--- src/rtl/muldiv_hilo.sv ---
// muldiv_hilo: multi-cycle multiply/divide/MAC unit owning the HI/LO register pair
module muldiv_hilo #(
  parameter int WIDTH   = 32,
  parameter int MUL_LAT = 2
) (
  input  logic             clk,
  input  logic             rst,
  input  logic             req_valid_i,
  output logic             req_ready_o,
  input  logic [3:0]       op_i,
  input  logic [WIDTH-1:0] a_i,
  input  logic [WIDTH-1:0] b_i,
  input  logic             cancel_i,
  output logic             busy_o,
  output logic             done_o,
  output logic [WIDTH-1:0] hi_o,
  output logic [WIDTH-1:0] lo_o
);
  localparam int CW = $clog2(WIDTH + 1);
  typedef enum logic [1:0] {IDLE, MUL, DIV} state_t;
  state_t state, state_nx;
  logic [CW-1:0] cnt;
  logic [3:0] op_q;
  logic [WIDTH-1:0] a_q, b_q, d_mag, rem, quo, rem_nx, quo_nx, a_mag, b_mag, q_fix, r_fix;
  logic [WIDTH:0] trial, diff;
  logic [2*WIDTH-1:0] prod, mul_res, div_res, res;
  logic accept, is_mul, is_div, last, sgn, ge;
  assign req_ready_o = (state == IDLE) & ~cancel_i;
  assign busy_o = state != IDLE;
  assign accept = req_valid_i & req_ready_o;
  assign is_mul = ~op_i[3] & (op_i[2:1] != 2'b01);
  assign is_div = op_i[3:1] == 3'b001;
  assign last = state == MUL ? cnt == CW'(MUL_LAT - 1) : state == DIV ? cnt == CW'(WIDTH) : 1'b0;
  assign done_o = last & ~cancel_i;
  assign sgn = ~op_q[0];
  assign a_mag = (~op_i[0] & a_i[WIDTH-1]) ? -a_i : a_i;
  assign b_mag = (~op_i[0] & b_i[WIDTH-1]) ? -b_i : b_i;
  // one restoring step: shift in the next dividend bit, subtract if it fits
  assign trial = {rem, quo[WIDTH-1]};
  assign diff = trial - {1'b0, d_mag};
  assign ge = trial >= {1'b0, d_mag};
  assign rem_nx = ge ? diff[WIDTH-1:0] : trial[WIDTH-1:0];
  assign quo_nx = {quo[WIDTH-2:0], ge};
  assign q_fix = (sgn & (a_q[WIDTH-1] ^ b_q[WIDTH-1])) ? -quo : quo;
  assign r_fix = (sgn & a_q[WIDTH-1]) ? -rem : rem;
  assign div_res = (b_q == '0) ? {a_q, {WIDTH{1'b1}}} : {r_fix, q_fix};
  assign prod = {{WIDTH{sgn & a_q[WIDTH-1]}}, a_q} * {{WIDTH{sgn & b_q[WIDTH-1]}}, b_q};
  assign mul_res = ~op_q[2] ? prod : op_q[1] ? {hi_o, lo_o} - prod : {hi_o, lo_o} + prod;
  assign res = state == DIV ? div_res : mul_res;
  always_comb begin
    state_nx = state;
    state_nx = state == IDLE ? (accept & is_mul ? MUL : accept & is_div ? DIV : IDLE)
             : (cancel_i | last) ? IDLE : state;
  end
  always_ff @(posedge clk or negedge rst) begin
    if (!rst) begin
      state <= IDLE;
      cnt   <= '0;
      op_q  <= '0;
      a_q   <= '0;
      b_q   <= '0;
      d_mag <= '0;
      rem   <= '0;
      quo   <= '0;
      hi_o  <= '0;
      lo_o  <= '0;
    end else begin
      state <= state_nx;
      cnt   <= (state == IDLE || state_nx == IDLE) ? '0 : cnt + 1'b1;
      if (accept) begin
        op_q  <= op_i;
        a_q   <= a_i;
        b_q   <= b_i;
        d_mag <= b_mag;
        quo   <= a_mag;
        rem   <= '0;
      end else if (state == DIV && cnt < CW'(WIDTH)) begin
        rem <= rem_nx;
        quo <= quo_nx;
      end
      if (accept && op_i == 4'd8) hi_o <= a_i;
      if (accept && op_i == 4'd9) lo_o <= a_i;
      if (done_o) {hi_o, lo_o} <= res;
    end
  end
endmodule
--- config.mk ---
export PLATFORM = sky130hd
export DESIGN_NAME = muldiv_hilo
export DESIGN_NICKNAME = d
export VERILOG_FILES = /design/src/rtl/muldiv_hilo.sv
export SDC_FILE = /design/constraint.sdc
export NUM_CORES = 2
export LEC_CHECK = 0
export ABC_AREA = 0
export BUFFER_PORTS_ARGS = -buffer_cell sky130_fd_sc_hd__buf_4
export CORE_MARGIN = 2
export CORE_UTILIZATION = 45
export CTS_CLUSTER_SIZE = 24
export DETAILED_ROUTE_END_ITERATION = 10
export PLACE_DENSITY = 0.69
export SKIP_LAST_GASP = 1
export SYNTH_ARGS = -nofsm -noshare
export SYNTH_HDL_FRONTEND = slang
export SYNTH_SLANG_ARGS = --single-unit
export TNS_END_PERCENT = 30
--- constraint.sdc ---
create_clock -name clk -period 15.3 [get_ports clk]
set_input_delay 0 -clock clk [delete_from_list [all_inputs] [get_ports clk]]
set_output_delay 0 -clock clk [all_outputs]
set_load 0.05 [all_outputs]
* Word level (Yosys, flattened, before mapping) *
Cells that the tools add are included.

storage, ports and cells
  register bits after elaboration = 235
  bits of input ports = 72

operators by class
  equality and inequality tests = 8
  bitwise logic cells = 17
  multiplexer cells = 24
  multipliers = 1
  $add $sub $neg = 8
  reductions and logical operators = 11
  magnitude comparators = 2

operator list
  cell                                           count
  two-way mux 32 bit                             13
  two-way mux 64 bit                             4
  negator 32 bit                                 4
  adder 64 bit                                   1
  multiplier 33 x 33 -> 64 bit                   1
  subtractor 64 bit                              1
  greater-or-equal comparator 33 x 32 -> 1 bit   1
  zero test 32 bit                               1
  subtractor 32 bit                              1
  bitwise AND 1 bit                              11
  == test 4 bit, second input constant           2
  two-way mux 2 bit                              4
  nonzero test 2 bit                             4
  adder 6 x 1 -> 6 bit, second input constant    1
  == test 6 x 1 -> 1 bit, second input constant  1
  == test 6 bit, second input constant           1
  < comparator 6 bit, second input constant      1
  two-way mux 6 bit                              1
  zero test 2 bit                                2
  NOT 1 bit                                      4
  == test 3 x 1 -> 1 bit, second input constant  1
  logical AND 1 bit                              3
  == test 2 x 1 -> 1 bit, second input constant  1
  == test 2 bit, second input constant           1
  5 further kinds                                6

* Depth between registers and ports, before layout *
  word-level depth = 10
  depth in mapped cells = 50
  depth with buffers taken out = 45

* Least setup slack after synthesis *
No wires, ideal clock.

  path type = reg2reg
  from = reg a_q[31]
  to = reg hi_o[31]
  period minus slack after synthesis = 11.810 ns
  slack = 3.490 ns
  path buffers = 6
  arrival = 11.716 ns
  library setup time = 0.094 ns
  stages on the path, launching flop included = 47
  cells stage by stage = dfrtp_1 > clkbuf_1 > nor2b_1 > clkbuf_1 > clkbuf_1 > clkbuf_1 > nand2_1 > inv_1 > fa_1 > fa_1 > fa_1 > inv_1 > fa_1 > inv_1 > fa_1 > fa_1 > inv_1 > fa_1 > [11 not listed] > or3_1 > o21ai_0 > xnor2_1 > ha_1 > clkbuf_1 > a21o_1 > a21oi_1 > nor2b_1 > o21a_1 > o21ai_0 > nand2b_1 > a21oi_1 > o21ai_0 > o41ai_1 > xnor3_1 > nand2b_1 > xnor2_1 > a221oi_2

between the ends
  word-level cells in the longest chain between the ends = 7
  elaborated cells between the ends (all ways) = 10
  classes of those cells = add/sub: 2; mul: 1; mux: 6; bitwise: 1

ends and longest elaborated chain
  element                                                   line    source
  from (decl)                                               24      logic [WIDTH-1:0] a_q, b_q, d_mag, rem, quo, rem_nx, quo_nx, a_mag, b_mag, q_fix, r_fix;
  from (signal assigned)                                    72      a_q <= a_i;
  bitwise AND 1 bit                                         45, 47
  multiplier 33 x 33 -> 64 bit                              47      assign prod = {{WIDTH{sgn & a_q[WIDTH-1]}}, a_q} * {{WIDTH{sgn & b_q[WIDTH-1]}}, b_q};
  adder 64 bit / subtractor 64 bit (equally long branches)  48      assign mul_res = ~op_q[2] ? prod : op_q[1] ? {hi_o, lo_o} - prod : {hi_o, lo_o} + prod;
  two-way mux 64 bit (2 in series)                          48
  two-way mux 64 bit *                                      49      assign res = state == DIV ? div_res : mul_res;
  two-way mux 32 bit *                                      83      if (done_o) {hi_o, lo_o} <= res;
  to (signal assigned)                                      81      if (accept && op_i == 4'd8) hi_o <= a_i;
  to (signal assigned)                                      83
  to (decl)                                                 16      output logic [WIDTH-1:0] hi_o,

Every way passes the cells marked *; elsewhere a longest branch is shown, timed or not.
A chain may end at the register's enable or synchronous reset.

* Final worst setup path *
Ends and elaborated chain as after synthesis.

==> results.sh <==
export IMPL_synth_compound_gate_area_share_pct=10.7
export IMPL_rsz0062_at_grt="false"
export IMPL_reg2reg_depth=45
export IMPL_slew_violations=0
export IMPL_diodes=0
export IMPL_syn_area_um2=58800
export IMPL_std_cell_rows=132
export IMPL_cts_root_buffer="clkbuf_16"
export IMPL_ff_latch_area_um2=5860
export IMPL_hp_class="in2async"
export IMPL_yosys_warnings=0
export IMPL_synth_enable_flop_cells=0
export IMPL_period_needed_ps=13450
export IMPL_avgSynthCellArea_um2=8.53
export IMPL_syn_to_final_growth_pct=7.18
export IMPL_synthFlopType="dfrtp_1"
export IMPL_clk_latency_ps=610
export IMPL_crit_type="reg2reg"
export IMPL_fillers=12300
export IMPL_grt_ovfl_total=0
export IMPL_cp_depth=45
export IMPL_clk_pin_slew_ps=60
export IMPL_worst_setup_path_end_kind="flop"
export IMPL_critical_path_top_cell_by_count="fa_1"
export IMPL_firstDrtPassIters=6
export IMPL_drive_above_1_share_pct=5.15
export IMPL_status="finished clean"
export IMPL_cp_top_family="adder cells"
export IMPL_fin_skew_ps=16.4
export IMPL_multi_input_area_um2=47000
export IMPL_cp_slowest_cell="fa_1"
export IMPL_final_common_cell="inv_1"
export IMPL_grt_pass1_wl_um=291000
export IMPL_portBuffers=138
export IMPL_synthAdderAreaFrac_pct=45.1
export IMPL_final_nets=8341
export IMPL_rrSetupSlack_ps=1850
export IMPL_clock_sinks=234
export IMPL_maxCapViolations=0
export IMPL_vias=48700
export IMPL_die_w_um=365
export IMPL_layout_common_cells="inv_1 (1,182), fa_1 (1,127), nand2_1 (1,118)"
export IMPL_crit_fanout=39
export IMPL_core_um2=130000
export IMPL_synthArstFlopShare_pct=100
export IMPL_die_h_um=365
export IMPL_cts_max_path_buffers=3
export IMPL_synthMuxAreaShare_pct=1.70
export IMPL_hold_viol=0
export IMPL_finalSetupViolCount=0
export IMPL_cts_tree="built"
export IMPL_start_util_pct=45.4
export IMPL_wl_per_cell_um=21.3
export IMPL_yosys_cell_types_count=93
export IMPL_synth_simple_area_share_pct=17.6
export IMPL_cp_start_kind="flop"
export IMPL_crit_arrival_ps=13960
export IMPL_dieArea_um2=134000
export IMPL_io_pins=139
export IMPL_ys_ff_latch=234
export IMPL_hpwlAfterDp_um=145000
export IMPL_slew_headroom_pct=11.0
export IMPL_worst_pin_slew_ps=1330
export IMPL_vias_per_cell=5.67
export IMPL_syn_num_nets=8412
export IMPL_synth_xor_area_share_pct=4.73
export IMPL_path_buf_inv=7
export IMPL_netlist_instances=6897
export IMPL_grt_max_degree=117
export IMPL_htree_num_levels=1
export IMPL_drtAntennaViolNets=0
export IMPL_wl_um=183000
export IMPL_gp_congestion=1.01
export IMPL_crit_required_ps=15810
export IMPL_crit_path_max_incr_delay_ps=650
export IMPL_yosysSeqAreaShare_pct=9.96
export IMPL_synth_top_family_by_area="adder cells"
export IMPL_grt_pass1_vias=50700
export IMPL_drt_iter0_drc=4215
export IMPL_antenna_found_initial=5
export IMPL_finalCritPeriodShare_pct=87.9
export IMPL_finalSetupTns_ps=0
export IMPL_drc=0
export IMPL_max_freq_mhz=74.3
export IMPL_cts_buffers=30
export IMPL_grt_usage_pct=28.1
export IMPL_cts_setup_buffers=0
-- timing repair --
item                                   CTS  global route
hold buffers                            86             0
resized for setup                        0             0
endpoints found under the hold margin  311             0
-- stage by stage --
step / instances / utilization, % / area, µm² / hold slack [ps] / setup slack (ps)
2_1_floorplan: 6897 / - / 58800 / -296 / 3490
5_1_grt: 8591 / 48.6 / 63000 / 174 / 1190
3_3_place_gp: 8450 / 47.2 / 61200 / 185 / 2070
6_report: 8591 / 48.6 / 63000 / 77.5 / 1850
3_5_place_dp: 8450 / 47.2 / 61200 / 184 / 2010
4_1_cts: 8591 / 48.6 / 63000 / 137 / 1980
-- cell families (layout without fill, tap and decap cells) --
family	count (synthesis)	after routing
AND/OR/NAND/NOR	2213	2213
buffers and inverters	1601	1553
adder cells (fa/ha/maj)	1443	1443
AO/OA/AOI/OAI	991	991
XOR/XNOR	316	316
flip-flops	234	234
multiplexers	99	99
-- routing by layer --
| metal | vias to the layer above | global-route usage, % | part of all wire [%] |
|---|---|---|---|
| met2 | 2226 | 45.2 | 46 |
| met5 | - | 0 | 0.015 |
| met4 | 4 | 10.7 | 4.3 |
| met3 | 408 | 4.79 | 9.0 |
| li1 | 21300 | - | - |
| met1 | 24700 | 37.9 | 40 |
-- final cells by class --
type,instances,share of cell area (%)
tap,1742,3.46
inverter,1183,7.05
clock inverter,15,0.262
sequential,234,9.30
clock buffer,40,1.31
multi-input combinational,5062,74.5
timing repair buffer,315,4.11
-- final timing paths --
| path | start | end |
|---|---|---|
| setup / recovery | a_q[31] | hi_o[31] |
| hold / removal | rst | cnt[3] |
| setup reg to reg | a_q[31] | hi_o[31] |
| hold reg to reg | d_mag[7] | d_mag[7] |
| max in group asynchronous | rst | a_q[26] |
| min in group clk | b_i[28] | b_q[28] |
-- cells in the mapped netlist (7+ instances only) --
library cell	n	area [µm²]
inv_1	1183	4440
fa_1	1127	22600
nand2_1	1120	4200
and2_1	398	2490
clkbuf_1	384	1440
ha_1	316	3950
o21ai_0	279	1400
nor2_1	269	1010
a21oi_1	267	1340
dfrtp_1	234	5860
xnor2_1	197	1730
xor2_1	118	1030
a21o_1	91	683
mux2i_1	91	911
nand3_1	86	430
nor3_1	61	305
a31oi_1	55	344
nand2b_1	39	244
a211oi_1	34	255
and3_1	34	213
nor2b_1	34	213
nor4_1	33	206
o211ai_1	31	233
a221o_1	29	290
nand4_1	29	181
or2_2	27	169
o21a_1	25	188
o21bai_1	19	143
o31ai_1	18	135
buf_1	17	63.8
or3_1	17	106
o41ai_1	15	131
buf_2	13	65.1
o22ai_1	13	81.3
or4_1	13	97.6
a221oi_1	10	87.6
and4_1	10	87.6
a2111oi_0	9	78.8
mux2_2	8	90.1
o31a_1	8	70.1
a21boi_0	7	52.6
nor4b_1	7	61.3
-- sequential cells by signal, indices dropped and copies added, names as in the netlist --
name	count
a_q	32
b_q	32
hi_o	32
lo_o	32
quo	32
rem	32
d_mag	31
cnt	6
op_q	3
state	2
Power is not shown: default switching activity piles up to over one toggle a cycle in this logic, so the estimate is an artifact.
